==> config.mk <==
export PLATFORM = sky130hd
export DESIGN_NAME = rvfi_retire_tracker
export DESIGN_NICKNAME = d
export VERILOG_FILES = /design/src/rtl/rvfi_retire_tracker.sv
export SDC_FILE = /design/constraint.sdc
export NUM_CORES = 1
export LEC_CHECK = 0
export CAP_MARGIN = 5
export CORE_ASPECT_RATIO = 1.4
export CORE_MARGIN = 2
export CORE_UTILIZATION = 48
export DETAILED_ROUTE_END_ITERATION = 12
export GPL_TIMING_DRIVEN = 0
export PLACE_DENSITY = 0.71
export SYNTH_ARGS = -nofsm -noshare
export SYNTH_HDL_FRONTEND = slang
export SYNTH_SLANG_ARGS = --single-unit
==> constraint.sdc <==
create_clock -name clock -period 12.9 [get_ports clock]
set_input_delay 2.58 -clock clock [delete_from_list [all_inputs] [get_ports clock]]
set_output_delay 2.58 -clock clock [all_outputs]
set_load 0.05 [all_outputs]
==> src/rtl/rvfi_retire_tracker.sv <==
// RVFI (NRET=1) retirement trace producer: in-order shadow queue filled at issue, drained at commit.
// Optional memory fields in the record are enabled by defining RVFI_TRACKER_MEM_EN.
module rvfi_retire_tracker #(
  parameter int XLEN  = 32,
  parameter int DEPTH = 4
) (
  input  logic            clock,
  input  logic            reset,
  input  logic            iss_valid,
  output logic            iss_ready,
  input  logic [31:0]     iss_insn,
  input  logic [XLEN-1:0] iss_pc,
  input  logic [4:0]      iss_rs1_addr,
  input  logic [4:0]      iss_rs2_addr,
  input  logic [XLEN-1:0] iss_rs1_rdata,
  input  logic [XLEN-1:0] iss_rs2_rdata,
  input  logic            cmt_valid,
  input  logic            cmt_trap,
  input  logic [4:0]      cmt_rd_addr,
  input  logic [XLEN-1:0] cmt_rd_wdata,
  input  logic [XLEN-1:0] cmt_next_pc,
  input  logic            flush,
  output logic            rvfi_valid,
  output logic [63:0]     rvfi_order,
  output logic [31:0]     rvfi_insn,
  output logic            rvfi_trap,
  output logic [XLEN-1:0] rvfi_pc_rdata,
  output logic [XLEN-1:0] rvfi_pc_wdata,
  output logic [4:0]      rvfi_rs1_addr,
  output logic [4:0]      rvfi_rs2_addr,
  output logic [4:0]      rvfi_rd_addr,
  output logic [XLEN-1:0] rvfi_rs1_rdata,
  output logic [XLEN-1:0] rvfi_rs2_rdata,
  output logic [XLEN-1:0] rvfi_rd_wdata,
`ifdef RVFI_TRACKER_MEM_EN
  input  logic [XLEN-1:0]   cmt_mem_addr,
  input  logic [XLEN/8-1:0] cmt_mem_rmask,
  input  logic [XLEN/8-1:0] cmt_mem_wmask,
  input  logic [XLEN-1:0]   cmt_mem_rdata,
  input  logic [XLEN-1:0]   cmt_mem_wdata,
  output logic [XLEN-1:0]   rvfi_mem_addr,
  output logic [XLEN/8-1:0] rvfi_mem_rmask,
  output logic [XLEN/8-1:0] rvfi_mem_wmask,
  output logic [XLEN-1:0]   rvfi_mem_rdata,
  output logic [XLEN-1:0]   rvfi_mem_wdata,
`endif
  output logic            protocol_err
);

  localparam int AW = $clog2(DEPTH);
  localparam logic [AW:0] FULL_CNT = (AW+1)'(DEPTH);

  logic [31:0]     q_insn_r      [DEPTH];
  logic [XLEN-1:0] q_pc_r        [DEPTH];
  logic [4:0]      q_rs1_addr_r  [DEPTH];
  logic [4:0]      q_rs2_addr_r  [DEPTH];
  logic [XLEN-1:0] q_rs1_rdata_r [DEPTH];
  logic [XLEN-1:0] q_rs2_rdata_r [DEPTH];

  logic [AW-1:0]   head_r;
  logic [AW-1:0]   tail_r;
  logic [AW:0]     count_r;
  logic [63:0]     order_r;

  logic            issue_s;
  logic            commit_s;
  logic            empty_cmt_s;
  logic [AW-1:0]   head_next_s;
  logic [AW-1:0]   tail_next_s;
  logic [AW:0]     count_next_s;
  logic [XLEN-1:0] rs1_cap_s;
  logic [XLEN-1:0] rs2_cap_s;
  logic [4:0]      rd_addr_s;
  logic [XLEN-1:0] rd_wdata_s;

  // Handshake decode, pointer/count next state and zero-register/trap masking
  always_comb begin
    issue_s      = 1'b0;
    commit_s     = 1'b0;
    empty_cmt_s  = 1'b0;
    head_next_s  = head_r;
    tail_next_s  = tail_r;
    count_next_s = count_r;
    rs1_cap_s    = iss_rs1_rdata;
    rs2_cap_s    = iss_rs2_rdata;
    rd_addr_s    = cmt_rd_addr;
    rd_wdata_s   = cmt_rd_wdata;

    issue_s     = iss_valid && iss_ready && !flush;
    commit_s    = cmt_valid && (count_r != {(AW+1){1'b0}});
    empty_cmt_s = cmt_valid && (count_r == {(AW+1){1'b0}});

    // Flush wins over both pointers: the commit already popped, the issue is dropped
    if (flush) begin
      head_next_s  = tail_r;
      tail_next_s  = tail_r;
      count_next_s = {(AW+1){1'b0}};
    end else begin
      if (commit_s) begin
        head_next_s = head_r + {{(AW-1){1'b0}}, 1'b1};
      end else begin
        head_next_s = head_r;
      end
      if (issue_s) begin
        tail_next_s = tail_r + {{(AW-1){1'b0}}, 1'b1};
      end else begin
        tail_next_s = tail_r;
      end
      case ({issue_s, commit_s})
        2'b10:   count_next_s = count_r + {{AW{1'b0}}, 1'b1};
        2'b01:   count_next_s = count_r - {{AW{1'b0}}, 1'b1};
        default: count_next_s = count_r;
      endcase
    end

    if (iss_rs1_addr == 5'd0) begin
      rs1_cap_s = {XLEN{1'b0}};
    end else begin
      rs1_cap_s = iss_rs1_rdata;
    end
    if (iss_rs2_addr == 5'd0) begin
      rs2_cap_s = {XLEN{1'b0}};
    end else begin
      rs2_cap_s = iss_rs2_rdata;
    end
    if (cmt_trap || (cmt_rd_addr == 5'd0)) begin
      rd_addr_s  = 5'd0;
      rd_wdata_s = {XLEN{1'b0}};
    end else begin
      rd_addr_s  = cmt_rd_addr;
      rd_wdata_s = cmt_rd_wdata;
    end
  end

  // Shadow queue storage, written at the tail on an accepted issue
  always_ff @(posedge clock) begin
    if (reset) begin
      for (int i = 0; i < DEPTH; i++) begin
        q_insn_r[i]      <= 32'd0;
        q_pc_r[i]        <= {XLEN{1'b0}};
        q_rs1_addr_r[i]  <= 5'd0;
        q_rs2_addr_r[i]  <= 5'd0;
        q_rs1_rdata_r[i] <= {XLEN{1'b0}};
        q_rs2_rdata_r[i] <= {XLEN{1'b0}};
      end
    end else if (issue_s) begin
      q_insn_r[tail_r]      <= iss_insn;
      q_pc_r[tail_r]        <= iss_pc;
      q_rs1_addr_r[tail_r]  <= iss_rs1_addr;
      q_rs2_addr_r[tail_r]  <= iss_rs2_addr;
      q_rs1_rdata_r[tail_r] <= rs1_cap_s;
      q_rs2_rdata_r[tail_r] <= rs2_cap_s;
    end
  end

  // Queue control, retirement counter, ready flag and sticky protocol error
  always_ff @(posedge clock) begin
    if (reset) begin
      head_r       <= {AW{1'b0}};
      tail_r       <= {AW{1'b0}};
      count_r      <= {(AW+1){1'b0}};
      order_r      <= 64'd0;
      iss_ready    <= 1'b1;
      protocol_err <= 1'b0;
    end else begin
      head_r       <= head_next_s;
      tail_r       <= tail_next_s;
      count_r      <= count_next_s;
      iss_ready    <= (count_next_s != FULL_CNT);
      protocol_err <= protocol_err | empty_cmt_s;
      if (commit_s) begin
        order_r <= order_r + 64'd1;
      end
    end
  end

  // Retirement record: valid pulses one cycle, other fields hold until the next commit
  always_ff @(posedge clock) begin
    if (reset) begin
      rvfi_valid     <= 1'b0;
      rvfi_order     <= 64'd0;
      rvfi_insn      <= 32'd0;
      rvfi_trap      <= 1'b0;
      rvfi_pc_rdata  <= {XLEN{1'b0}};
      rvfi_pc_wdata  <= {XLEN{1'b0}};
      rvfi_rs1_addr  <= 5'd0;
      rvfi_rs2_addr  <= 5'd0;
      rvfi_rd_addr   <= 5'd0;
      rvfi_rs1_rdata <= {XLEN{1'b0}};
      rvfi_rs2_rdata <= {XLEN{1'b0}};
      rvfi_rd_wdata  <= {XLEN{1'b0}};
`ifdef RVFI_TRACKER_MEM_EN
      rvfi_mem_addr  <= {XLEN{1'b0}};
      rvfi_mem_rmask <= {(XLEN/8){1'b0}};
      rvfi_mem_wmask <= {(XLEN/8){1'b0}};
      rvfi_mem_rdata <= {XLEN{1'b0}};
      rvfi_mem_wdata <= {XLEN{1'b0}};
`endif
    end else begin
      rvfi_valid <= commit_s;
      if (commit_s) begin
        rvfi_order     <= order_r;
        rvfi_insn      <= q_insn_r[head_r];
        rvfi_trap      <= cmt_trap;
        rvfi_pc_rdata  <= q_pc_r[head_r];
        rvfi_pc_wdata  <= cmt_next_pc;
        rvfi_rs1_addr  <= q_rs1_addr_r[head_r];
        rvfi_rs2_addr  <= q_rs2_addr_r[head_r];
        rvfi_rd_addr   <= rd_addr_s;
        rvfi_rs1_rdata <= q_rs1_rdata_r[head_r];
        rvfi_rs2_rdata <= q_rs2_rdata_r[head_r];
        rvfi_rd_wdata  <= rd_wdata_s;
`ifdef RVFI_TRACKER_MEM_EN
        rvfi_mem_addr  <= cmt_mem_addr;
        rvfi_mem_rmask <= cmt_trap ? {(XLEN/8){1'b0}} : cmt_mem_rmask;
        rvfi_mem_wmask <= cmt_trap ? {(XLEN/8){1'b0}} : cmt_mem_wmask;
        rvfi_mem_rdata <= cmt_mem_rdata;
        rvfi_mem_wdata <= cmt_mem_wdata;
`endif
      end
    end
  end

endmodule

==> Word level (Yosys, flattened, before mapping) <==
Memory sizes are Yosys's and may differ from the RTL's. A register that Yosys moved wholly into a read port is not among the register bits.
Index checks and enable logic that the tools add are counted.
{ "totals": {"ram_bits": 552, "output_inout_bits": 275, "romBits": 0, "mem_count": 6, "latchBits": 0, "wordCells": 78, "ff_bits": 208} }
{ "op_classes": {"n_lt_le_gt_ge": 0, "n_mul": 0, "mux": 31, "n_addsub": 5, "n_bitwise": 2, "shifts": 0, "n_reduce_logical": 19, "eq_ne": 3, "div": 0} }
{ "mem_list": {"columns": ["memory", "depth", "word_bits", "read_ports", "rd_ports_with_merged_regs", "write_ports", "line", "text"], "rows": [
  ["q_insn_r", 4, 32, 1, 1, 4, "53", "logic [31:0] q_insn_r [DEPTH];"],
  ["q_pc_r", 4, 32, 1, 1, 4, "54", "logic [XLEN-1:0] q_pc_r [DEPTH];"],
  ["q_rs1_rdata_r", 4, 32, 1, 1, 4, "57", "logic [XLEN-1:0] q_rs1_rdata_r [DEPTH];"],
  ["q_rs2_rdata_r", 4, 32, 1, 1, 4, "58", "logic [XLEN-1:0] q_rs2_rdata_r [DEPTH];"],
  ["q_rs1_addr_r", 4, 5, 1, 1, 4, "55", "logic [4:0] q_rs1_addr_r [DEPTH];"],
  ["q_rs2_addr_r", 4, 5, 1, 1, 4, "56", "logic [4:0] q_rs2_addr_r [DEPTH];"]
]} }
{ "ops": {"columns": ["operator", "count"], "rows": [
  ["32-bit two-way mux", 7],
  ["32-bit OR reduction", 4],
  ["64-bit by 1-bit adder with 64-bit output, second input constant", 1],
  ["2-bit two-way mux", 8],
  ["5-bit logical NOT", 3],
  ["5-bit two-way mux", 3],
  ["1-bit two-way mux", 11],
  ["5-bit OR reduction", 2],
  ["3-bit one-hot mux with 2 select lines", 1],
  ["2-bit by 1-bit adder with 2-bit output, second input constant", 2],
  ["1-bit logical AND", 4],
  ["3-bit by 1-bit adder with 3-bit output, second input constant", 1],
  ["3-bit logical NOT", 1],
  ["3-bit two-way mux", 1],
  ["3-bit != test, second input constant", 1],
  ["3-bit nonzero test", 1],
  ["3-bit by 1-bit subtractor with 3-bit output, second input constant", 1],
  ["2-bit by 1-bit equality test with 1-bit output, second input constant", 1],
  ["2-bit equality test, second input constant", 1],
  ["2-bit AND reduction", 1],
  ["2-bit nonzero test", 1],
  ["1-bit logical NOT", 1],
  ["1-bit logical OR", 1],
  ["1-bit NOT", 1],
  ["1-bit bitwise OR", 1]
]} }

==> Depth between registers and ports, before layout <==
Gate-level depths: netlist of the first run.
{ "depth": {"word_depth": 7, "depth_mapped": 11, "ltp_nobuf": 10} }

==> Worst setup path before layout of the first run <==
Ideal clock, no wire load.
{ "synth_timing": {"path_kind": "in2reg", "startpoint": "input flush", "endpoint": "memory q_insn_r[1][0], enable pin", "stages": 4, "slack_ns": 2.720, "t_arrival_ns": 9.515, "path_buffers": 1, "path_cell_list": "clkbuf_1 > nor2_1 > clkinv_1 > o21bai_1"} }
{ "synth_rtl": {"columns": ["item", "line", "text"], "rows": [
  ["from (decl)", "22", "input logic flush,"],
  ["to (decl)", "53", null]
]} }

==> results of run 1 <==
-- metal layers --
metal / vias to the layer above / wire (um)
li1: 12009 / -
met1: 12555 / 38170
met2: 967 / 53740
met3: 226 / 7945
met4: 28 / 3842
met5: - / 159
-- power breakdown --
group	internal, mW	switching, mW
registers	3.14	0.0290
logic	0.182	0.286
clock network	1.37	1.10
-- metrics by stage --
step | util | power (mW) | area [um^2] | setup TNS [ns] | setup slack, ns
after global routing | 0.6088 | 6.284 | 45120 | 0 | 6.034
after global placement | 0.5666 | 3.707 | 42000 | -446.57 | -3.256
after detailed placement | 0.5719 | 3.702 | 42390 | 0 | 5.471
final | 0.6089 | 6.108 | 45130 | 0 | 6.168
after CTS | 0.6086 | 6.139 | 45110 | 0 | 6.129
after floorplan | - | 3.487 | 35930 | 0 | 2.720
-- area by class of cell --
cell class	count	area (um^2)
antenna	7	17.52
sequential	898	23500
inverter	113	424.2
buffer	220	835.8
clock buffer	111	2347
clock inverter	46	374.1
multi-input combinational	1881	11210
tap	960	1201
fill	5936	28990
timing repair buffer	501	5218
-- synth_stat cells (all sizes together), types with 12 or more instances --
cell	instances	area share
edfxtp	552	0.46
nand2	680	0.071
and3	113	0.020
and2	32	0.0056
xor2	12	0.0029
nor3	23	0.0032
o21ai	19	0.0026
nor4	18	0.0035
dfxtp	346	0.19
inv	112	0.012
or3	23	0.0040
buf	26	0.0030
mux4	138	0.086
clkbuf	194	0.020
a21oi	299	0.042
nand3	45	0.0063
xnor2	32	0.0078
nand4	29	0.0058
nor2	371	0.039
-- registers in the layout (all words and copies together) (netlist names), 2 cells and up --
signal,count
q_rs2_addr_r,20
rvfi_order,64
rvfi_rs2_rdata,32
order_r,64
rvfi_pc_wdata,32
rvfi_rs1_rdata,32
q_insn_r,128
rvfi_rd_wdata,32
q_rs1_rdata_r,128
rvfi_pc_rdata,32
rvfi_rs2_addr,5
tail_r,2
count_r,3
head_r,2
q_rs1_addr_r,20
rvfi_insn,32
q_rs2_rdata_r,128
q_pc_r,128
rvfi_rs1_addr,5
rvfi_rd_addr,5
-- critical path, delay by kind of cell --
| family | cells | cell delay (ns) |
|---|---|---|
| and+or+nand+nor | 5 | 2.60 |
| buffers and inverters | 5 | 1.75 |
-- kinds of logic (layout without fill, tap and decap cells) --
kind of cell / count (synthesis) / count (layout) / synth area share
simple gates: 1364 / 1364 / 0.1644
flops: 898 / 898 / 0.6541
buf+inv: 333 / 991 / 0.03503
compound gates: 328 / 328 / 0.04680
mux: 142 / 142 / 0.08768
xor+xnor: 44 / 44 / 0.01072
fa+ha+maj: 3 / 3 / 0.001253
other cells: 0 / 7 / 0
-- worst paths after layout --
kind / startpoint / depth (start not counted) / slack [ns] / to
worst max-delay path: iss_valid / 10 / 6.17 / q_pc_r[0][27]
worst min-delay path: rvfi_rd_wdata[26] / 2 / 0.45 / rvfi_rd_wdata[26]
worst max register to register: iss_ready / 9 / 8.17 / q_pc_r[0][27]
worst min register to register: rvfi_rd_wdata[26] / 2 / 0.45 / rvfi_rd_wdata[26]
==> impl_metrics.ini, run 1 <==
[outcome]
outcome = finished clean

[timing]
setup_viol = 0
whs_ns = 0.4492
tightest_slew_ns = 1.319
rsz0062_at_grt = false
fin_skew_ns = 0.02187
period_share = 0.5219
slew_viol_final = 0
fmax_ghz = 0.1485
hold_viol = 0
fin_crit_ns = 6.732
slew_headroom = 0.1210

[global_route]
gr-total-overflow = 0
grt_pass1_wl_um = 154100
gr-usage-met1 = 0.3047
busiest_layer = met2
track_usage = 0.2662
antenna_found_initial = 23
use_met3 = 0.06000
grt_pass1_vias = 25813
grt_max_degree = 49
use_met2 = 0.4813

[worst_setup_path]
slowest_delay_ns = 0.94
crit_arrival_ns = 7.04
cp_max_fo = 48
crit_slowest_cell = nor2_1
crit_path_end_kind = register
path_cells = clkdlybuf4s50_1 > nand2_1 > nor2_1 > clkinv_1 > nor2_1 > nand2_1 > nand2b_4 > buf_12 > buf_16 > buf_16
setup.worst_path.class = input pin to register
crit_path_start_kind = input pin
worstPathRequired_ns = 13.21

[routing]
routedWlPerCell_um = 21.92
drt-pass1-iter-count = 5
wl_um = 103900
viasPerCell = 5.443
vias = 25785
drtAntennaViolNets = 0
drc_errors = 0
drt_iter0_drc = 1847

[yosys]
synth_cell_type_count = 49
synth_area_um2 = 35930
syn-num-nets = 3328
synthArstFlopShare = 0
synth-edff-count = 552
ys_ff_latch = 898
yosysSeqAreaShare = 0.6541
syn_area_per_cell_um2 = 11.55
netlist_instances = 3112
ys.flop_type = edfxtp_1
ys_warn_count = 0

[clocking]
clk_latency_ns = 0.65
numCtsBuffers = 85
cts-resized-gates = 0
clk_pin_slew_ns = 0.06
cts_tree = yes
cts-hold-fix-buffers = 0
clock-root-buffer = clkbuf_16
clockBufferDepth = 3
clock-sinks = 898
cts_max_level = 3
post_cts_buffers = 0

[layout]
nNetsFinal = 3916
instances_no_fill = 4737
layout-drive-gt1-share = 0.08143
area_growth_pct = 25.59
final_common_cell = nand2_1
layout_common_cells = nand2_1 (680), edfxtp_1 (552), clkdlybuf4s50_1 (486)

[die]
std_cell_rows = 118
ios = 488
dieArea_um2 = 77090
core_area_um2 = 74120
die_w_um = 235.2
die_h_um = 327.7
start_util = 0.4848

[place]
dp_hpwl_um = 73450
place_inst = 4573
globalplace.congestion = 0.8752
numPortBuffers = 486

[power]
power_leakage_nw = 16.14
peakVddDrop_mv = 0.09573
power.density_nw_per_um2 = 135.4

[run]
max-cap-violations = 0

[hold_path]
hold_path.class = register to register
Note: power is estimated with default switching activity, not from simulation.
==> run 2: changes to the inputs <==
Clock period 12.9 ns to 6.65 ns, I/O delays scaled along.
==> impl_metrics.ini, run 2 (same netlist as run 1, synthesis figures left out) <==
[outcome]
outcome = finished clean

[place]
dp_hpwl_um = 73530
numPortBuffers = 486
globalplace.congestion = 0.8936
dpl_cell_area_um2 = 42350

[die]
dieArea_um2 = 77090
die_w_um = 235.2
die_h_um = 327.7
std_cell_rows = 118
core_area_um2 = 74120
start_util = 0.4848
ios = 488

[power]
peakVddDrop_mv = 0.2430
power_leakage_nw = 16.19
power.density_nw_per_um2 = 266.0
switching_share = 0.2295
p_int_mw = 9.269
power_frac_clock = 0.413
share_seq_of_total_power = 0.511
p_sw_mw = 2.761
combPwrFrac = 0.076

[timing]
rsz0062_at_grt = false
period_share = 0.8540
slew_headroom = 0.1483
slew_viol_final = 0
hold_viol = 0
fin_skew_ns = 0.02390
fin_crit_ns = 5.679
tightest_slew_ns = 1.273
setup_viol = 0
fmax_ghz = 0.1761
final.setup.tns_ns = 0

[global_route]
antenna_found_initial = 24
grt_pass1_wl_um = 155000
gr-usage-met1 = 0.3120
track_usage = 0.2686
gr-total-overflow = 0
busiest_layer = met2
use_met2 = 0.4746
grt_max_degree = 51
use_met3 = 0.05647
grt_pass1_vias = 25686

[hold_path]
hold_path_end = rvfi_rd_wdata[18]
hp-start = rvfi_rd_wdata[18]
hold_path.class = register to register
hold_depth = 2

[worst_setup_path]
crit_family = simple AND/OR/NAND/NOR gates
r2r_start = iss_ready
cp_max_fo = 46
rrSetupSlack_ns = 1.78
worstPathRequired_ns = 6.96
r2r_cells = 9
setup.worst_path.class = input pin to register
crit_path_start_kind = input pin
slowest_delay_ns = 1.11
r2r-end = q_pc_r[0][26]
crit_arrival_ns = 5.99
path_buf_inv = 5
path_cells = clkdlybuf4s50_1 > nand2_1 > nor2_1 > clkinv_1 > nor2_1 > nand2_1 > nand2b_4 > buf_16 > buf_16 > buf_16
cpMostUsedCell = buf_16
crit_path_end_kind = register
crit_slowest_cell = nor2_1

[routing]
drtAntennaViolNets = 0
wl_um = 104800
drt-pass1-iter-count = 7
viasPerCell = 5.453
drt_iter0_drc = 2118
vias = 25864
drc_errors = 0
routedWlPerCell_um = 22.09

[layout]
layout-drive-gt1-share = 0.08092
layout_common_cells = nand2_1 (680), edfxtp_1 (552), clkdlybuf4s50_1 (486)
area_growth_pct = 25.84
post-route-cell-area_um2 = 45220
final_common_cell = nand2_1
nNetsFinal = 3914

[clocking]
cts_max_level = 3
clk_pin_slew_ns = 0.06
cts-hold-fix-buffers = 0
clock-sinks = 898
post_cts_buffers = 0
clock-root-buffer = clkbuf_16
numCtsBuffers = 85
clockBufferDepth = 3
cts_tree = yes
clk_latency_ns = 0.65
cts-resized-gates = 0

[run]
max-cap-violations = 0
## run 2: worst max path at each step
stage / start / end / cells past startpoint
3_3_place_gp: iss_valid / q_pc_r[0][29] / 7
4_1_cts: iss_valid / q_pc_r[0][27] / 10
6_report: iss_valid / q_pc_r[0][26] / 10
5_1_grt: iss_valid / q_rs1_rdata_r[0][10] / 10
2_1_floorplan: flush / q_insn_r[0][0] / 6
3_5_place_dp: iss_valid / q_pc_r[0][27] / 10
## run 2: power groups by stage
stage | clock network [mW] | logic (mW) | registers, mW
after detailed placement | 0 | 0.910 | 6.27
final | 4.97 | 0.908 | 6.15
after floorplan | 0 | 0.402 | 6.36
after global placement | 0 | 0.875 | 6.31
after global routing | 5.25 | 0.965 | 6.16
after CTS | 5.04 | 0.914 | 6.15
## run 2: per-layer routing
layer	vias to the layer above	wire length (um)
met3	237	8221
met2	1023	53890
met4	20	4609
met5	-	113
met1	12560	37930
li1	12024	-
## run 2: through the flow
stage | std cells | utilization | worst slack [ns] | power [mW] | hold WS, ns
floorplan | 3112 | - | 0.4911 | 6.758 | 0.4319
global placement | 4558 | 0.5667 | -3.983 | 7.181 | 0.4379
detailed placement | 4571 | 0.5714 | 0.4307 | 7.181 | 0.4431
CTS | 4729 | 0.6096 | 1.060 | 12.10 | 0.4519
global route | 4740 | 0.6100 | 0.8111 | 12.38 | 0.4644
finish | 4743 | 0.6101 | 0.9707 | 12.03 | 0.4488
## run 2: final cells by class
type	instances	area [um^2]
Buffer	220	835.8
Multi-Input combinational cell	1881	11210
Tap cell	960	1201
Sequential cell	898	23500
Clock inverter	41	431.7
Inverter	113	424.2
Fill cell	5980	28900
Antenna cell	14	35.03
Clock buffer	117	2404
Timing Repair Buffer	499	5177
## run 2: worst register-to-register path: stages, from the launching register on
cell,delay [ns]
dfxtp_1,0.32
nand2_1,0.10
nor2_1,0.24
clkinv_1,0.45
nor2_1,1.11
nand2_1,0.77
nand2b_4,0.57
buf_16,0.30
buf_16,0.31
buf_16,0.29
